==> src/rtl/rr_arbiter_16_pkg.sv <==
// ============================================================================
// rr_arbiter_16_pkg : shared sizes, FSM encoding and round-robin search
// Rev 1.0
// ============================================================================
`default_nettype none

package rr_arbiter_16_pkg;

  localparam int N_REQ = 16;
  localparam int IDX_W = 4;

  typedef enum logic [0:0] {
    IDLE  = 1'b0,
    GRANT = 1'b1
  } state_e;

  // First set request strictly after 'last', wrapping 15->0; 'last' itself is
  // checked last. Returns 'last' when no request is set.
  function automatic logic [IDX_W-1:0] next_rr(input logic [N_REQ-1:0] req,
                                               input logic [IDX_W-1:0] last);
    logic [IDX_W-1:0] win;
    logic [IDX_W-1:0] cand;
    logic             found;
    win   = last;
    found = 1'b0;
    for (int i = 1; i <= N_REQ; i++) begin
      cand = last + IDX_W'(i);
      if (!found && req[cand]) begin
        win   = cand;
        found = 1'b1;
      end
    end
    return win;
  endfunction

endpackage

`default_nettype wire

==> src/rtl/rr_arbiter_16_grant_decoder.sv <==
// ============================================================================
// grant_decoder : index + enable to one-hot vector
// Rev 1.0
// ============================================================================
`default_nettype none

module grant_decoder
  import rr_arbiter_16_pkg::*;
(
  input  logic             en_i,
  input  logic [IDX_W-1:0] idx_i,
  output logic [N_REQ-1:0] onehot_o
);

  always_comb begin
    onehot_o = '0;
    if (en_i) begin
      onehot_o[idx_i] = 1'b1;
    end
  end

endmodule

`default_nettype wire

==> src/rtl/rr_arbiter_16.sv <==
// ============================================================================
// rr_arbiter_16 : 16-way round-robin arbiter with completion and hold limit
// Rev 1.0
// ============================================================================
`default_nettype none

module rr_arbiter_16
  import rr_arbiter_16_pkg::*;
#(
  parameter int MAX_HOLD = 15
) (
  input  logic             CLK,
  input  logic             RST,
  input  logic [N_REQ-1:0] REQ,
  input  logic             DONE,
  output logic [N_REQ-1:0] GNT,
  output logic [IDX_W-1:0] GNT_IDX,
  output logic             GNT_VALID,
  output logic             TIMEOUT
);

  localparam int               CNT_W       = (MAX_HOLD < 1) ? 1 : $clog2(MAX_HOLD + 1);
  localparam int               HOLD_LAST_I = (MAX_HOLD < 1) ? 0 : MAX_HOLD - 1;
  localparam logic [CNT_W-1:0] HOLD_LAST   = HOLD_LAST_I[CNT_W-1:0];
  localparam logic             HOLD_EN     = (MAX_HOLD != 0);

  state_e           state_q,   state_d;
  logic [IDX_W-1:0] idx_q,     idx_d;
  logic [IDX_W-1:0] last_q,    last_d;
  logic [CNT_W-1:0] cnt_q,     cnt_d;
  logic             timeout_q, timeout_d;

  logic             hold_hit;
  logic             dropped;

  assign hold_hit = HOLD_EN && (cnt_q == HOLD_LAST);
  assign dropped  = !REQ[idx_q];

  always_ff @(posedge CLK or posedge RST) begin
    if (RST) begin
      state_q   <= IDLE;
      idx_q     <= '0;
      last_q    <= IDX_W'(N_REQ - 1);
      cnt_q     <= '0;
      timeout_q <= 1'b0;
    end else begin
      state_q   <= state_d;
      idx_q     <= idx_d;
      last_q    <= last_d;
      cnt_q     <= cnt_d;
      timeout_q <= timeout_d;
    end
  end

  always_comb begin
    state_d   = state_q;
    idx_d     = idx_q;
    last_d    = last_q;
    cnt_d     = cnt_q;
    timeout_d = 1'b0;
    case (state_q)
      IDLE: begin
        if (|REQ) begin
          idx_d   = next_rr(REQ, last_q);
          cnt_d   = '0;
          state_d = GRANT;
        end
      end
      GRANT: begin
        if (DONE || dropped || hold_hit) begin
          last_d    = idx_q;
          state_d   = IDLE;
          // Timeout is only flagged when the owner neither finished nor left.
          timeout_d = !DONE && !dropped;
        end else if (cnt_q != {CNT_W{1'b1}}) begin
          cnt_d = cnt_q + 1'b1;
        end
      end
      default: state_d = IDLE;
    endcase
  end

  assign GNT_VALID = (state_q == GRANT);
  assign GNT_IDX   = idx_q;
  assign TIMEOUT   = timeout_q;

  grant_decoder u_grant_decoder (
    .en_i     (GNT_VALID),
    .idx_i    (idx_q),
    .onehot_o (GNT)
  );

endmodule

`default_nettype wire

==> config.mk <==
export PLATFORM = sky130hd
export DESIGN_NAME = rr_arbiter_16
export DESIGN_NICKNAME = d
export VERILOG_FILES = /design/src/rtl/rr_arbiter_16_pkg.sv /design/src/rtl/rr_arbiter_16_grant_decoder.sv /design/src/rtl/rr_arbiter_16.sv
export SDC_FILE = /design/constraint.sdc
export NUM_CORES = 1
export LEC_CHECK = 0
export ABC_CLOCK_PERIOD_IN_PS = 4000
export CAP_MARGIN = 20
export CORE_MARGIN = 2
export CORE_UTILIZATION = 37
export DETAILED_ROUTE_END_ITERATION = 7
export GPL_TIMING_DRIVEN = 0
export PLACE_DENSITY = 0.57
export SYNTH_ARGS = -nofsm -noshare
export SYNTH_HDL_FRONTEND = slang
export SYNTH_SLANG_ARGS = --single-unit
==> constraint.sdc <==
create_clock -name CLK -period 4 [get_ports CLK]
set_clock_uncertainty 0.1 [all_clocks]
set_input_delay 0.8 -clock CLK [delete_from_list [all_inputs] [get_ports CLK]]
set_output_delay 0.8 -clock CLK [all_outputs]
set_load 0.1 [all_outputs]
==> out/metrics.cfg <==
[run_status]
status=finished clean

[min_path]
hold_depth=2
whs_endpoint=cnt_q[3]
hold_class=flop to flop
min_from=cnt_q[3]

[cts]
clockRootBuffer=clkbuf_8
insertion_delay_ns=0.25
cts_made_buffers=3
clk_path_buf_depth=2
htreeDepth=1
holdBufCountCts=0
cts_tree=built
clock-sinks=14
clk_pin_slew_ns=0.06

[sta]
setup_viol=0
tightest_slew_ns=0.992
finalHoldViolCount=0
clock.fmax_ghz=0.252
finalCritPeriodShare=0.991
max_slew_margin=0.336
drv_slew=0
min_period_ns=3.96
rsz0062_at_grt=true

[finish]
area_growth_syn_to_layout_pct=37.2
fillerInstances=778
antenna_cells=0
fin_cells=578
final_area_mm2=0.00456
drive_gt1_frac=0.321
nNetsFinal=500

[floorplan]
die_height_um=98.7
start_util=0.381
die_w_um=98.7
fp.coreArea_mm2=0.00872
num_io_pins=41
rows=34
die_area_mm2=0.00975

[logic_synthesis]
synthFlopType=dfrtp_1
synth.avg_cell_area_um2=8.51
syn-num-nets=419
synth_edf_count=0
synth_common_cells=nand2_1, nor2_1, mux4_2, mux2_2
ys_seq_elements=14
synth_top_cell_by_area=mux4_2
ys_warn_count=0
synth_area_leaders=mux4_2, mux2_2, dfrtp_1
netlist_area_mm2=0.00332
async_reset_ff_frac=1.00
seq_area_frac_synth=0.107
yosysUniqueCellTypes=71
synthDominantCellAreaShare=0.183
syn_inst=390
synth_most_common_cell=nand2_1

[setup_path]
r2r-start=last_q[1]
cp.required_ns=4.03
crit_top_cell=mux2_4
path_class=flop to flop
crit_buf_inv=3
cp_max_fo=8
worst_path_max_delay_cell=dfstp_2
reg2reg_depth=13
startpoint=last_q[1]
critical_path.top_delay_family=multiplexers
reg2reg_slack_ns=0.04
worstReg2RegEnd=GNT_IDX[2]
cpPeakStageDelay_ns=0.56
end_kind=flop
critPathLaunchType=flop
cp_cell_sequence=buf_12 > clkinvlp_4 > ha_4 > buf_8 > mux2_4 > mux4_2 > mux2_4 > nor2_4 > nand4b_4 > or4_1 > o311a_1 > o221ai_2 > nand2_1
cp_data_arrival_time_ns=3.99

[global_routing]
grt_pass1_vias=3600
track_usage=0.249
grt_max_degree=15
antenna_found_initial=0
grt.overflow.total=0
grt_pass1_wl_um=19300

[placement]
dp_cells=538
numPortBuffers=40
place_congestion=1.00
placed_area_mm2=0.00392
dp_hpwl_um=8980

[route]
remaining_drc_errors=0
wire_per_inst_um=21.8
routed_wl_um=12600
drtIter0Drc=367
drtAntennaViolNets=0
firstDrtPassIters=5
num_vias=3845
via_per_inst=6.65

[run]
maxCapViolations=0

-- logic make-up after synthesis --
kind of cell,after synthesis,share of synthesized area
AOI/OAI and AO/OA,88,0.190
xor gates and xnor gates,15,0.0418
DFF,14,0.107
and+or+nand+nor,161,0.255
buffers and inverters,33,0.0486
adders and majority gates,10,0.0377
muxes,69,0.320
-- placed cells by master (no fill, tap or decap), types with 3 or more instances in the layout --
cell | netlist | routed
a21oi_1 | 18 | 18
a22oi_1 | 3 | 3
a31oi_1 | 3 | 3
a32oi_1 | 4 | 4
and3_1 | 10 | 10
buf_4 | 2 | 36
buf_6 | 3 | 3
buf_8 | 0 | 3
clkbuf_1 | 9 | 8
clkbuf_8 | 0 | 4
clkdlybuf4s50_1 | 0 | 40
dfrtp_1 | 10 | 10
dfstp_2 | 4 | 4
ha_1 | 10 | 8
inv_1 | 10 | 9
mux2_2 | 23 | 15
mux2_4 | 0 | 8
mux2i_1 | 18 | 18
mux4_2 | 27 | 27
nand2_1 | 38 | 38
nand2b_1 | 7 | 7
nand3_1 | 15 | 15
nand3b_1 | 4 | 4
nand4_1 | 8 | 8
nor2_1 | 34 | 31
nor2_4 | 1 | 5
nor2b_1 | 6 | 6
nor3_1 | 13 | 5
nor3_2 | 0 | 8
nor4_1 | 9 | 6
nor4_4 | 0 | 5
o211ai_1 | 3 | 3
o21a_1 | 3 | 3
o21ai_0 | 16 | 15
xnor2_1 | 6 | 5
xor2_1 | 8 | 6
-- worst max-delay path by stage --
stage,end,slack (ns),cells past startpoint
2_1_floorplan,GNT_IDX[2],0.02,15
3_3_place_gp,GNT_IDX[3],-0.92,15
3_5_place_dp,GNT_IDX[2],-0.96,16
4_1_cts,GNT_IDX[2],-0.08,14
5_1_grt,GNT_IDX[2],-0.07,14
6_report,GNT_IDX[2],0.04,13
-- sequential cells by signal, indices dropped and copies added, names as in the netlist --
register	count
GNT_IDX	4
cnt_q	4
last_q	4
GNT_VALID	1
TIMEOUT	1
-- layer usage --
| layer | track usage | share of wire | vias up |
|---|---|---|---|
| met2 | 0.402 | 0.46 | 233 |
| met3 | 0.0333 | 0.077 | 37 |
| li1 | - | - | 1690 |
| met5 | 0 | 0 | - |
| met1 | 0.353 | 0.43 | 1885 |
| met4 | 0.0664 | 0.031 | 0 |
-- timing repair --
item	in CTS	in global routing
endpoints found under the setup margin	4	4
gates cloned	1	1
pin swaps	16	20
resized for setup	50	17
buffers inserted	24	13
-- area by class of cell --
type	instances	area [um2]	area share
buffer	18	151	0.0332
timing repair buffer	77	686	0.151
tap	108	135	0.0297
inverter	13	63.8	0.0140
multi-input combinational	344	3110	0.683
sequential	14	355	0.0780
clock buffer	4	55.1	0.0121
-- worst reg2reg max path, cell delays in order (launching register included) --
cell and delay [ns]:
dfstp_2 0.56, buf_12 0.11, clkinvlp_4 0.13, ha_4 0.31
buf_8 0.13, mux2_4 0.31, mux4_2 0.54, mux2_4 0.33
nor2_4 0.13, nand4b_4 0.22, or4_1 0.53, o311a_1 0.16
o221ai_2 0.21, nand2_1 0.08
-- stage by stage --
step | setup TNS (ns) | hold slack, ns | setup WS, ns | util
after floorplan | 0 | 0.419 | 0.0209 | -
after global placement | -3.56 | 0.443 | -0.921 | 0.449
after detailed placement | -3.58 | 0.462 | -0.961 | 0.449
after CTS | -0.153 | 0.475 | -0.0777 | 0.505
after global routing | -0.147 | 0.525 | -0.0746 | 0.522
final | 0 | 0.470 | 0.0351 | 0.522
Power is not shown: default switching activity piles up to over one toggle a cycle in this logic, so the estimate is an artifact.
